===== src/rtl/alu_cond_stage.sv =====
// Execute-stage sequencer around an external combinational Alu: accepts an op
// on a valid/ready handshake, drives the Alu from registered operands, captures
// the result and flags, applies an ARM-style condition check against the NZCV
// register, and presents a registered writeback beat downstream.
// Ports: clk_i, rst_n_i (async, active-low); upstream valid_i/ready_o with
// a_i, b_i, opcode_i, cond_i, setflags_i, rd_i; Alu side alu_a_o, alu_b_o,
// alu_opcode_o, alu_result_i, alu_flags_i ({V,C,Z,N}); flag_clear_i;
// downstream valid_o/ready_i with result_o, rd_o, we_o, flags_o.
// Build option: define COND_EXEC_EN to enable conditional execution; when it
// is undefined cond_i is ignored and every op executes.
module alu_cond_stage #(
  parameter int N    = 4,
  parameter int RD_W = 4
) (
  input  logic            clk_i,
  input  logic            rst_n_i,
  input  logic            valid_i,
  output logic            ready_o,
  input  logic [N-1:0]    a_i,
  input  logic [N-1:0]    b_i,
  input  logic [2:0]      opcode_i,
  input  logic [3:0]      cond_i,
  input  logic            setflags_i,
  input  logic [RD_W-1:0] rd_i,
  output logic [N-1:0]    alu_a_o,
  output logic [N-1:0]    alu_b_o,
  output logic [2:0]      alu_opcode_o,
  input  logic [N-1:0]    alu_result_i,
  input  logic [3:0]      alu_flags_i,
  input  logic            flag_clear_i,
  output logic            valid_o,
  input  logic            ready_i,
  output logic [N-1:0]    result_o,
  output logic [RD_W-1:0] rd_o,
  output logic            we_o,
  output logic [3:0]      flags_o
);

  typedef enum logic [1:0] {
    IDLE = 2'd0,
    EXEC = 2'd1,
    DONE = 2'd2
  } state_t;

  state_t state_q, state_d;

  logic [N-1:0]    a_q, b_q;
  logic [2:0]      op_q;
  logic            sf_q;
  logic [RD_W-1:0] rd_q;
  logic [N-1:0]    res_q;
  logic [RD_W-1:0] rdo_q;
  logic            we_q;
  logic [3:0]      flags_q;

  logic accept;
  logic leave_exec;
  logic pass;

`ifdef COND_EXEC_EN
  logic [3:0] cond_q;
  logic       fn, fz, fc, fv;

  // Condition is judged on the flags as they stood before this op.
  assign fv = flags_q[3];
  assign fc = flags_q[2];
  assign fz = flags_q[1];
  assign fn = flags_q[0];

  always_comb begin
    pass = 1'b0;
    unique case (cond_q)
      4'h0: pass = fz;
      4'h1: pass = !fz;
      4'h2: pass = fc;
      4'h3: pass = !fc;
      4'h4: pass = fn;
      4'h5: pass = !fn;
      4'h6: pass = fv;
      4'h7: pass = !fv;
      4'h8: pass = fc & !fz;
      4'h9: pass = !fc | fz;
      4'hA: pass = (fn == fv);
      4'hB: pass = (fn != fv);
      4'hC: pass = !fz & (fn == fv);
      4'hD: pass = fz | (fn != fv);
      4'hE: pass = 1'b1;
      4'hF: pass = 1'b0;
      default: pass = 1'b0;
    endcase
  end

  always_ff @(posedge clk_i or negedge rst_n_i) begin
    if (!rst_n_i)
      cond_q <= '0;
    else if (accept)
      cond_q <= cond_i;
  end
`else
  logic unused_cond;

  assign unused_cond = ^cond_i;
  assign pass        = 1'b1;
`endif

  assign ready_o    = (state_q == IDLE) & rst_n_i;
  assign valid_o    = (state_q == DONE);
  assign accept     = valid_i & ready_o;
  assign leave_exec = (state_q == EXEC);

  always_comb begin
    state_d = state_q;
    unique case (state_q)
      IDLE:    if (accept) state_d = EXEC;
      EXEC:    state_d = DONE;
      DONE:    if (ready_i) state_d = IDLE;
      default: state_d = IDLE;
    endcase
  end

  always_ff @(posedge clk_i or negedge rst_n_i) begin
    if (!rst_n_i)
      state_q <= IDLE;
    else
      state_q <= state_d;
  end

  always_ff @(posedge clk_i or negedge rst_n_i) begin
    if (!rst_n_i) begin
      a_q  <= '0;
      b_q  <= '0;
      op_q <= '0;
      sf_q <= 1'b0;
      rd_q <= '0;
    end else if (accept) begin
      a_q  <= a_i;
      b_q  <= b_i;
      op_q <= opcode_i;
      sf_q <= setflags_i;
      rd_q <= rd_i;
    end
  end

  always_ff @(posedge clk_i or negedge rst_n_i) begin
    if (!rst_n_i) begin
      res_q <= '0;
      rdo_q <= '0;
      we_q  <= 1'b0;
    end else if (leave_exec) begin
      res_q <= alu_result_i;
      rdo_q <= rd_q;
      we_q  <= pass;
    end
  end

  // A flag update from the executing op outranks a coincident clear.
  always_ff @(posedge clk_i or negedge rst_n_i) begin
    if (!rst_n_i)
      flags_q <= '0;
    else if (leave_exec & pass & sf_q)
      flags_q <= alu_flags_i;
    else if (flag_clear_i)
      flags_q <= '0;
  end

  assign alu_a_o      = a_q;
  assign alu_b_o      = b_q;
  assign alu_opcode_o = op_q;
  assign result_o     = res_q;
  assign rd_o         = rdo_q;
  assign we_o         = we_q;
  assign flags_o      = flags_q;

endmodule


===== config.mk =====
export PLATFORM = sky130hd
export DESIGN_NAME = alu_cond_stage
export DESIGN_NICKNAME = d
export VERILOG_FILES = /design/src/rtl/alu_cond_stage.sv
export SDC_FILE = /design/constraint.sdc
export NUM_CORES = 1
export LEC_CHECK = 0
export CAP_MARGIN = 5
export CORE_MARGIN = 5
export CORE_UTILIZATION = 30
export CTS_BUF_LIST = sky130_fd_sc_hd__clkbuf_16
export DETAILED_ROUTE_END_ITERATION = 12
export DONT_BUFFER_PORTS = 1
export PLACE_DENSITY_LB_ADDON = 0.05
export SLEW_MARGIN = 20
export SYNTH_ARGS = -nofsm -noshare
export SYNTH_HDL_FRONTEND = slang
export SYNTH_SLANG_ARGS = --single-unit

===== constraint.sdc =====
create_clock -name clk_i -period 1.9 [get_ports clk_i]
set_input_delay 0.38 -clock clk_i [delete_from_list [all_inputs] [get_ports clk_i]]
set_output_delay 0.38 -clock clk_i [all_outputs]
set_load 0.01 [all_outputs]

==> results.json <==
{
  "status": "complete, no violations",
  "synth_area_leaders": "dfrtp_1 65%, mux2_2 18%, mux2_1 8.5%",
  "drtIter0Drc": 13,
  "cts_max_path_buffers": 2,
  "clk_pin_slew_ns": 0.05,
  "worstSetupStartpointType": "register",
  "die_h_um": 73.15,
  "filler_cell_count": 383,
  "finClkSkew_ns": 0.002580,
  "dp_cells": 122,
  "path_class": "register to output port",
  "grt_antenna_before_repair": 0,
  "p_seq_share_pct": 52.6,
  "worst_pin_slew_ns": 0.5113,
  "wire_per_inst_um": 17.53,
  "root_buffer": "clkbuf_16",
  "n_antenna_cell": 0,
  "netlist_area_um2": 1196,
  "synth_edf_count": 0,
  "avgSynthCellArea_um2": 16.16,
  "cts_buffers": 5,
  "clock_power_share_pct": 35.9,
  "fin_cells": 130,
  "fin_crit_ns": 1.509,
  "die_area_um2": 5350,
  "synthMostInstantiatedCell": "dfrtp_1",
  "max_freq_mhz": 662.8,
  "viasPerCell": 4.592,
  "dieWidth_um": 73.15,
  "crit_path_max_incr_delay_ns": 0.44,
  "crit_chain": "nor3b_1",
  "ir_drop_uv": 532.1,
  "ys.warnings.count": 0,
  "hold_path.class": "input pin to register",
  "nets": 114,
  "ios": 59,
  "grt_use_total_pct": 9.339,
  "fin_util_pct": 35.83,
  "switching_power_mw": 0.5049,
  "cts.sinks": 31,
  "r2r_end": "rd_q[0]",
  "final_antenna_net_count": 0,
  "worstPathMaxFanout": 5,
  "reg2regPathDepth": 3,
  "slew-limit-headroom_pct": 65.91,
  "cts_tree": "done",
  "synthDistinctLibCells": 13,
  "worstHoldEndpoint": "state_q[1]",
  "grt_pass1_wl_mm": 3.525,
  "switching_share_pct": 25.84,
  "p_leak_nw": 0.6117,
  "ctsResizeCount": 0,
  "htreeDepth": 2,
  "path_delay_family": "simple AND/OR/NAND/NOR gates",
  "maxCapViolations": 0,
  "drive_above_1_share_pct": 33.75,
  "timing.rr.start": "state_q[0]",
  "num_vias": 597,
  "regArea_um2": 775.7,
  "grt_overflow": 0,
  "wl_mm": 2.279,
  "synth_nets": 107,
  "setup_viol": 0,
  "drv_slew": 0,
  "grt_pass1_vias": 674,
  "synth_top_area_cell": "dfrtp_1",
  "synth_common_cells": "31 x dfrtp_1, 19 x mux2_2, 9 x mux2_1",
  "area_growth_pct": 18.10,
  "synth-async-reset-ratio_pct": 100.0,
  "cp-end-kind": "output port",
  "drc": 0,
  "total_power_mw": 1.954,
  "arrival_ns": 1.13,
  "synthCells": 74,
  "globalplace.congestion": 0.7039,
  "yosysSeqAreaShare_pct": 64.85,
  "core_area_um2": 3943,
  "synth-main-ff-cell": "dfrtp_1",
  "io_buffer_count": 0,
  "critical_path_buf_inv_count": 0,
  "holdWs_ns": 0.2321,
  "hold_viol_final": 0,
  "start_util_pct": 30.34,
  "cp_slowest_cell": "nor3b_1",
  "powerDensity_nw_per_um2": 1384,
  "synth_top_area_share_pct": 64.85,
  "grt_max_degree": 32,
  "dr.pass1.iters": 2,
  "rrSetupSlack_ns": 0.41,
  "rsz0062_at_grt": "no",
  "multi_input_area_um2": 404.1,
  "synth-seq-cells": 31,
  "core.rowCount": 23,
  "critPathRequiredTime_ns": 1.52,
  "p_int_mw": 1.449,
  "hold_path_depth": 1,
  "hold_start": "ready_i",
  "fin_crit_sh_pct": 79.41,
  "final.setup.tns_ns": 0,
  "combPwrFrac_pct": 11.5,
  "clock_latency_ns": 0.27
}
==> metal layers <==
metal	vias up	wire length, µm	global-route usage (%)
li1	266	-	-
met1	291	947	10.69
met2	35	1006	12.71
met3	5	275	6.749
met4	0	48	4.918
met5	-	0	0
==> layout by cell type, fill, tap and decap left out <==
master          n
nor3b_1         1
dlygate4sd3_1   1
buf_12          1
mux2_1          9
dfrtp_1        31
inv_1           2
nand3b_1        1
o21ai_0         1
nor2b_1         4
nand2b_1        3
nor4bb_4        1
clkbuf_16       5
buf_4           1
mux2_2         19
==> power by group through the flow <==
stage / clock network, mW / registers, mW / logic (mW)
3_3_place_gp: 0 / 1.04 / 0.201
6_report: 0.702 / 1.03 / 0.225
3_5_place_dp: 0 / 1.05 / 0.211
2_1_floorplan: 0 / 0.999 / 0.190
4_1_cts: 0.737 / 1.03 / 0.232
5_1_grt: 0.767 / 1.05 / 0.255
==> final cells by class <==
class                      instances  share of cell area (%)
clock buffer                       5                   8.857
sequential                        31                   54.92
tap                               50                   4.429
multi-input combinational         39                   28.61
inverter                           1                  0.2657
timing repair buffer               3                   2.657
clock inverter                     1                  0.2657
==> worst max-delay path by stage <==
stage	startpoint	endpoint	slack, ns	cells past startpoint
after detailed placement	state_q[0]	rd_q[0]	0.39	3
final	state_q[0]	ready_o	0.39	1
after global placement	state_q[0]	rd_q[0]	0.40	3
after CTS	state_q[0]	ready_o	0.38	1
after global routing	state_q[0]	ready_o	0.30	1
after floorplan	state_q[0]	alu_a_o[0]	0.49	4
==> kinds of logic (layout without fill, tap and decap cells) <==
logic type	count (synthesis)	in the layout	share of synthesized area, %
AOI/OAI and AO/OA	1	1	0.4180
DFF	31	31	64.85
buffers and inverters	4	10	2.614
and+or+nand+nor	10	10	5.753
muxes	28	28	26.36
==> metrics by stage <==
| stage | setup WS (ns) | cell area, µm² |
|---|---|---|
| 3_5_place_dp | 0.3871 | 1254 |
| 6_report | 0.3912 | 1413 |
| 5_1_grt | 0.2955 | 1413 |
| 2_1_floorplan | 0.4927 | 1196 |
| 3_3_place_gp | 0.4028 | 1254 |
| 4_1_cts | 0.3752 | 1413 |
==> sequential cells by signal, summed over array words and instances (netlist names) <==
| signal | flops |
|---|---|
| sf_q | 1 |
| rd_q | 4 |
| alu_opcode_o | 3 |
| alu_b_o | 4 |
| alu_a_o | 4 |
| rd_o | 4 |
| state_q | 2 |
| we_o | 1 |
| result_o | 4 |
| flags_o | 4 |
==> what timing repair did <==
item | in CTS | in global routing
hold buffers | 2 | 0
buffers inserted | 0 | 0
setup endpoints to repair | 0 | 0
hold endpoints to repair | 31 | 0
No activity file was read; power rests on OpenSTA's default activity.
